File: src/rtl/sar_ctrl.sv
// SAR sequencer for one ADC slice: drives track/hold, cap-DAC trial code and comparator
// strobe, and collects the comparator decisions into an NBITS result.
module sar_ctrl #(
    parameter int unsigned NBITS         = 8,
    parameter int unsigned SAMPLE_CYCLES = 2,
    parameter int unsigned CMP_TIMEOUT   = 8
) (
    input  logic             clk,
    input  logic             rst_n,
    input  logic             start,
    input  logic             cmp_done,
    input  logic             cmp_vop,
    input  logic             cmp_von,
    output logic             cmp_clk,
    output logic             sample,
    output logic [NBITS-1:0] dac_code,
    output logic [NBITS-1:0] dout,
    output logic             dout_valid,
    output logic             busy,
    output logic             cmp_err
);

    localparam int unsigned CntMax = (SAMPLE_CYCLES > CMP_TIMEOUT) ? SAMPLE_CYCLES : CMP_TIMEOUT;
    localparam int unsigned CntW   = $clog2(CntMax + 1);
    localparam int unsigned IdxW   = $clog2(NBITS);

    localparam logic [CntW-1:0] SampleLast  = CntW'(SAMPLE_CYCLES - 1);
    localparam logic [CntW-1:0] TimeoutLast = CntW'(CMP_TIMEOUT - 1);
    localparam logic [IdxW-1:0] IdxTop      = IdxW'(NBITS - 1);

    typedef enum logic [2:0] {
        StIdle,
        StSample,
        StCompare,
        StRelease,
        StDone
    } state_e;

    state_e          state_q;
    logic [1:0]      done_sync_q;
    logic [IdxW-1:0] idx_q;
    logic [CntW-1:0] cnt_q;

    logic            done_s;
    logic            cnt_last;
    logic [IdxW-1:0] idx_dn;

    assign done_s   = done_sync_q[1];
    assign cnt_last = (cnt_q == TimeoutLast);
    assign idx_dn   = idx_q - 1'b1;

    always_ff @(posedge clk) begin
        if (!rst_n) begin
            state_q     <= StIdle;
            done_sync_q <= '0;
            idx_q       <= '0;
            cnt_q       <= '0;
            cmp_clk     <= 1'b0;
            sample      <= 1'b0;
            dac_code    <= '0;
            dout        <= '0;
            dout_valid  <= 1'b0;
            busy        <= 1'b0;
            cmp_err     <= 1'b0;
        end else begin
            // cmp_done comes from the self-timed comparator, asynchronous to clk
            done_sync_q <= {done_sync_q[0], cmp_done};
            dout_valid  <= 1'b0;

            unique case (state_q)
                StIdle: begin
                    if (start) begin
                        state_q  <= StSample;
                        sample   <= 1'b1;
                        dac_code <= '0;
                        cmp_err  <= 1'b0;
                        busy     <= 1'b1;
                        cnt_q    <= '0;
                    end
                end

                StSample: begin
                    if (cnt_q == SampleLast) begin
                        state_q          <= StCompare;
                        sample           <= 1'b0;
                        idx_q            <= IdxTop;
                        dac_code[IdxTop] <= 1'b1;
                        cmp_clk          <= 1'b1;
                        cnt_q            <= '0;
                    end else begin
                        cnt_q <= cnt_q + 1'b1;
                    end
                end

                StCompare: begin
                    if (done_s) begin
                        dac_code[idx_q] <= cmp_vop;
                        if (cmp_vop == cmp_von) begin
                            cmp_err <= 1'b1;
                        end
                        cmp_clk <= 1'b0;
                        cnt_q   <= '0;
                        state_q <= StRelease;
                    end else if (cnt_last) begin
                        // No decision in time: keep the trial bit and flag it
                        dac_code[idx_q] <= 1'b1;
                        cmp_err         <= 1'b1;
                        cmp_clk         <= 1'b0;
                        cnt_q           <= '0;
                        state_q         <= StRelease;
                    end else begin
                        cnt_q <= cnt_q + 1'b1;
                    end
                end

                StRelease: begin
                    if (!done_s || cnt_last) begin
                        if (done_s) begin
                            cmp_err <= 1'b1;
                        end
                        cnt_q <= '0;
                        if (idx_q != '0) begin
                            idx_q            <= idx_dn;
                            dac_code[idx_dn] <= 1'b1;
                            cmp_clk          <= 1'b1;
                            state_q          <= StCompare;
                        end else begin
                            dout       <= dac_code;
                            dout_valid <= 1'b1;
                            state_q    <= StDone;
                        end
                    end else begin
                        cnt_q <= cnt_q + 1'b1;
                    end
                end

                StDone: begin
                    busy    <= 1'b0;
                    state_q <= StIdle;
                end

                default: begin
                    state_q <= StIdle;
                end
            endcase
        end
    end

    strobe_vs_track: assert property (@(posedge clk) disable iff (!rst_n) !(cmp_clk && sample));

endmodule

File: config.mk
export PLATFORM = sky130hd
export DESIGN_NAME = sar_ctrl
export DESIGN_NICKNAME = d
export VERILOG_FILES = /design/src/rtl/sar_ctrl.sv
export SDC_FILE = /design/constraint.sdc
export NUM_CORES = 1
export LEC_CHECK = 0
export ABC_AREA = 1
export CAP_MARGIN = 15
export CORE_MARGIN = 2
export CORE_UTILIZATION = 54
export DETAILED_ROUTE_END_ITERATION = 7
export PLACE_DENSITY = 0.84
export SYNTH_ARGS = -nofsm -noshare
export SYNTH_HDL_FRONTEND = slang
export SYNTH_SLANG_ARGS = --single-unit
export TNS_END_PERCENT = 30
File: constraint.sdc
create_clock -name clk -period 2.1 [get_ports clk]
set_input_delay 0.42 -clock clk [delete_from_list [all_inputs] [get_ports clk]]
set_output_delay 0.42 -clock clk [all_outputs]
set_load 0.01 [all_outputs]
==> metrics.txt, run 1 <==
Total GRT Usage 0.238; routed len/inst 12.4 um; slew of the pin with the lowest slew margin 0.470 ns; Final ANT Viol Nets 0; clock skew 0.00645 ns; pre-CTS WS 0.166 ns; layout cells sized above 1 0.102; Sink Count 33; root buffer cell clkbuf_4; antenna cells 0; area growth from synthesis to layout 18.8%; initial core utilization 0.567; worst-path fanout max 9; drt drc 0; Final Critical Period 1.81 ns; Syn Nets 284; period utilization 0.863; Yosys warnings 0; maximum VDD drop 0.000764 V; area post-placement 2190 um^2; post-CTS sizing 0; # Max-Cap Violations 0; row cnt 21; Seq/Total Area, Yosys 0.349; Distinct cells, synth 29; clock-pin slew on the worst setup and hold paths 0.09 ns; I/O Pins 27; setup tns final 0 ns; GR Overflow Total 0; achievable frequency 0.552 GHz; Max Slew Vio Count 0; worst setup path class reg2reg; TritonCTS clock tree yes; RSZ-0062 raised after global routing false; CP arrival 2.05 ns; DRT Pass-1 Iters 4; DR iter-0 viols 76; clk buf depth 2; pwr dens 1270 nW/um^2; Core Footprint 3340 um^2; Mapped Area 1890 um^2; die width 63.2 um; CP Launch Type register; Hold WC Path Type reg2reg; hold_buf cts 0; final WL 4350 um; run status finished clean; Worst Hold Slack 0.426 ns; Syn Area/Cell 6.90 um^2; detailed placement HPWL 3240 um; Yosys reg bits 33; number of port buffers 26; DIE AREA 3990 um^2; number of post-CTS setup repair buffers 0; pin count of the biggest net entering global routing 20; fin area 2250 um^2; CTS Buf Count 5; clock latency on the worst-skew pair 0.33 ns; Die Height 63.2 um; Syn Inst Count 274; Max transition margin 0.686; Final nets 315; Critical Path RT 2.34 ns; global-route wire length before repair 7580 um; antenna violations before repair 0; kind of end point of the critical path register; LEAKAGE 0.980 nW; Clock H-tree levels 2; Final setup viols 0; vias in the first global route 1776; GP Congestion 0.970; via count 1881; Final Hold Fails 0; average via count per standard cell 5.36; setup slack after layout 0.288 ns
[cells by family (layout without fill, tap and decap cells)]
group	Yosys count	in the layout	synth area share
compound gates	58	58	0.169
xor+xnor	2	2	0.00927
fa+ha+maj	4	4	0.0265
buf+inv	43	74	0.109
flops	33	33	0.349
simple gates	134	134	0.337
[synth_stat cells]
cell type,count,area share
buf_2,3,0.0079
o31ai_1,4,0.016
nor2_4,3,0.018
o21ai_1,2,0.0053
a21oi_1,30,0.079
nand3_2,1,0.0053
clkbuf_1,2,0.0040
inv_1,29,0.058
nor3_1,2,0.0053
clkinv_1,1,0.0020
a21oi_2,1,0.0046
nand3_4,1,0.0093
o21ai_0,18,0.048
nand2_2,1,0.0033
ha_1,4,0.026
nor2_2,2,0.0066
a211oi_1,2,0.0079
nand2_1,66,0.13
xor2_1,2,0.0093
buf_6,3,0.018
inv_8,1,0.0060
clkbuf_8,1,0.0073
nand3_1,25,0.066
nand4_1,8,0.026
nor2_1,21,0.042
inv_2,3,0.0060
nand2_4,4,0.024
dfxtp_1,33,0.35
a21oi_4,1,0.0086
[cell type report]
cell class / count / area (um^2)
flip-flops and latches: 33 / 661
inverters: 34 / 135
well taps: 46 / 57.6
clock buffers: 7 / 55.1
repair buffers: 33 / 313
multi-input cells: 198 / 1020
fillers: 309 / 1090
[worst max-delay path, cell delays in order, from the launching register on]
cell and delay [ns]:
dfxtp_1 0.41, ha_1 0.22, nand3_1 0.29, nand3_2 0.26, nand2_4 0.09, nor2_4 0.22, inv_2 0.07, nor2_1 0.12
nor2_1 0.05
[layer usage]
metal,up-vias,GRT usage,part of all wire
met5,-,0,0
met4,0,0.120,0.026
met3,12,0.0607,0.046
met2,52,0.408,0.48
met1,856,0.274,0.45
li1,961,-,-
[layout by cell type (no fill, tap or decap), types with 2 or more instances in the layout]
cell type / instances
a211oi_1: 2
a21oi_1: 30
buf_4: 7
clkbuf_4: 5
clkdlybuf4s50_1: 26
dfxtp_1: 33
ha_1: 4
inv_1: 29
inv_2: 3
nand2_1: 66
nand2_4: 4
nand3_1: 25
nand4_1: 8
nor2_1: 21
nor2_2: 2
nor2_4: 3
nor3_1: 2
o21ai_0: 18
o21ai_1: 2
o31ai_1: 4
xor2_1: 2
[final timing paths]
| check | start | endpoint | slack [ns] | cells past startpoint |
|---|---|---|---|---|
| worst max-delay path | cnt_q[0] | dac_code[3] | 0.29 | 8 |
| worst min-delay path | done_sync_q[0] | done_sync_q[1] | 0.43 | 2 |
| worst max register to register | cnt_q[0] | dac_code[3] | 0.29 | 8 |
| worst min register to register | done_sync_q[0] | done_sync_q[1] | 0.43 | 2 |
[sequential cells by signal, summed over array words and instances (netlist names)]
signal	cells
busy	1
cmp_clk	1
cmp_err	1
cnt_q	4
dac_code	8
done_sync_q	2
dout	8
dout_valid	1
idx_q	3
sample	1
state_q	3
[power breakdown]
group	switching, mW	internal, mW
registers	0.139	0.778
logic	0.992	0.594
clock network	0.197	0.158
total	1.33	1.53
[metrics by stage]
stage                      util  instances  total power, mW
final                     0.673        351             2.86
after global routing      0.673        351             3.11
after CTS                 0.673        351             2.86
after detailed placement  0.657        344             2.49
after global placement    0.657        344             2.46
after floorplan               -        274             2.02
Note: power is estimated with default switching activity, not from simulation.
==> run 2, diff against run 1 <==
CTS_CLUSTER_DIAMETER = 80   (was unset)
SKIP_LAST_GASP = 1   (was unset)
SLEW_MARGIN = 10   (was unset)
==> results of run 2 <==
No change in the layout: final DEF, timing and power equal those of run 1.
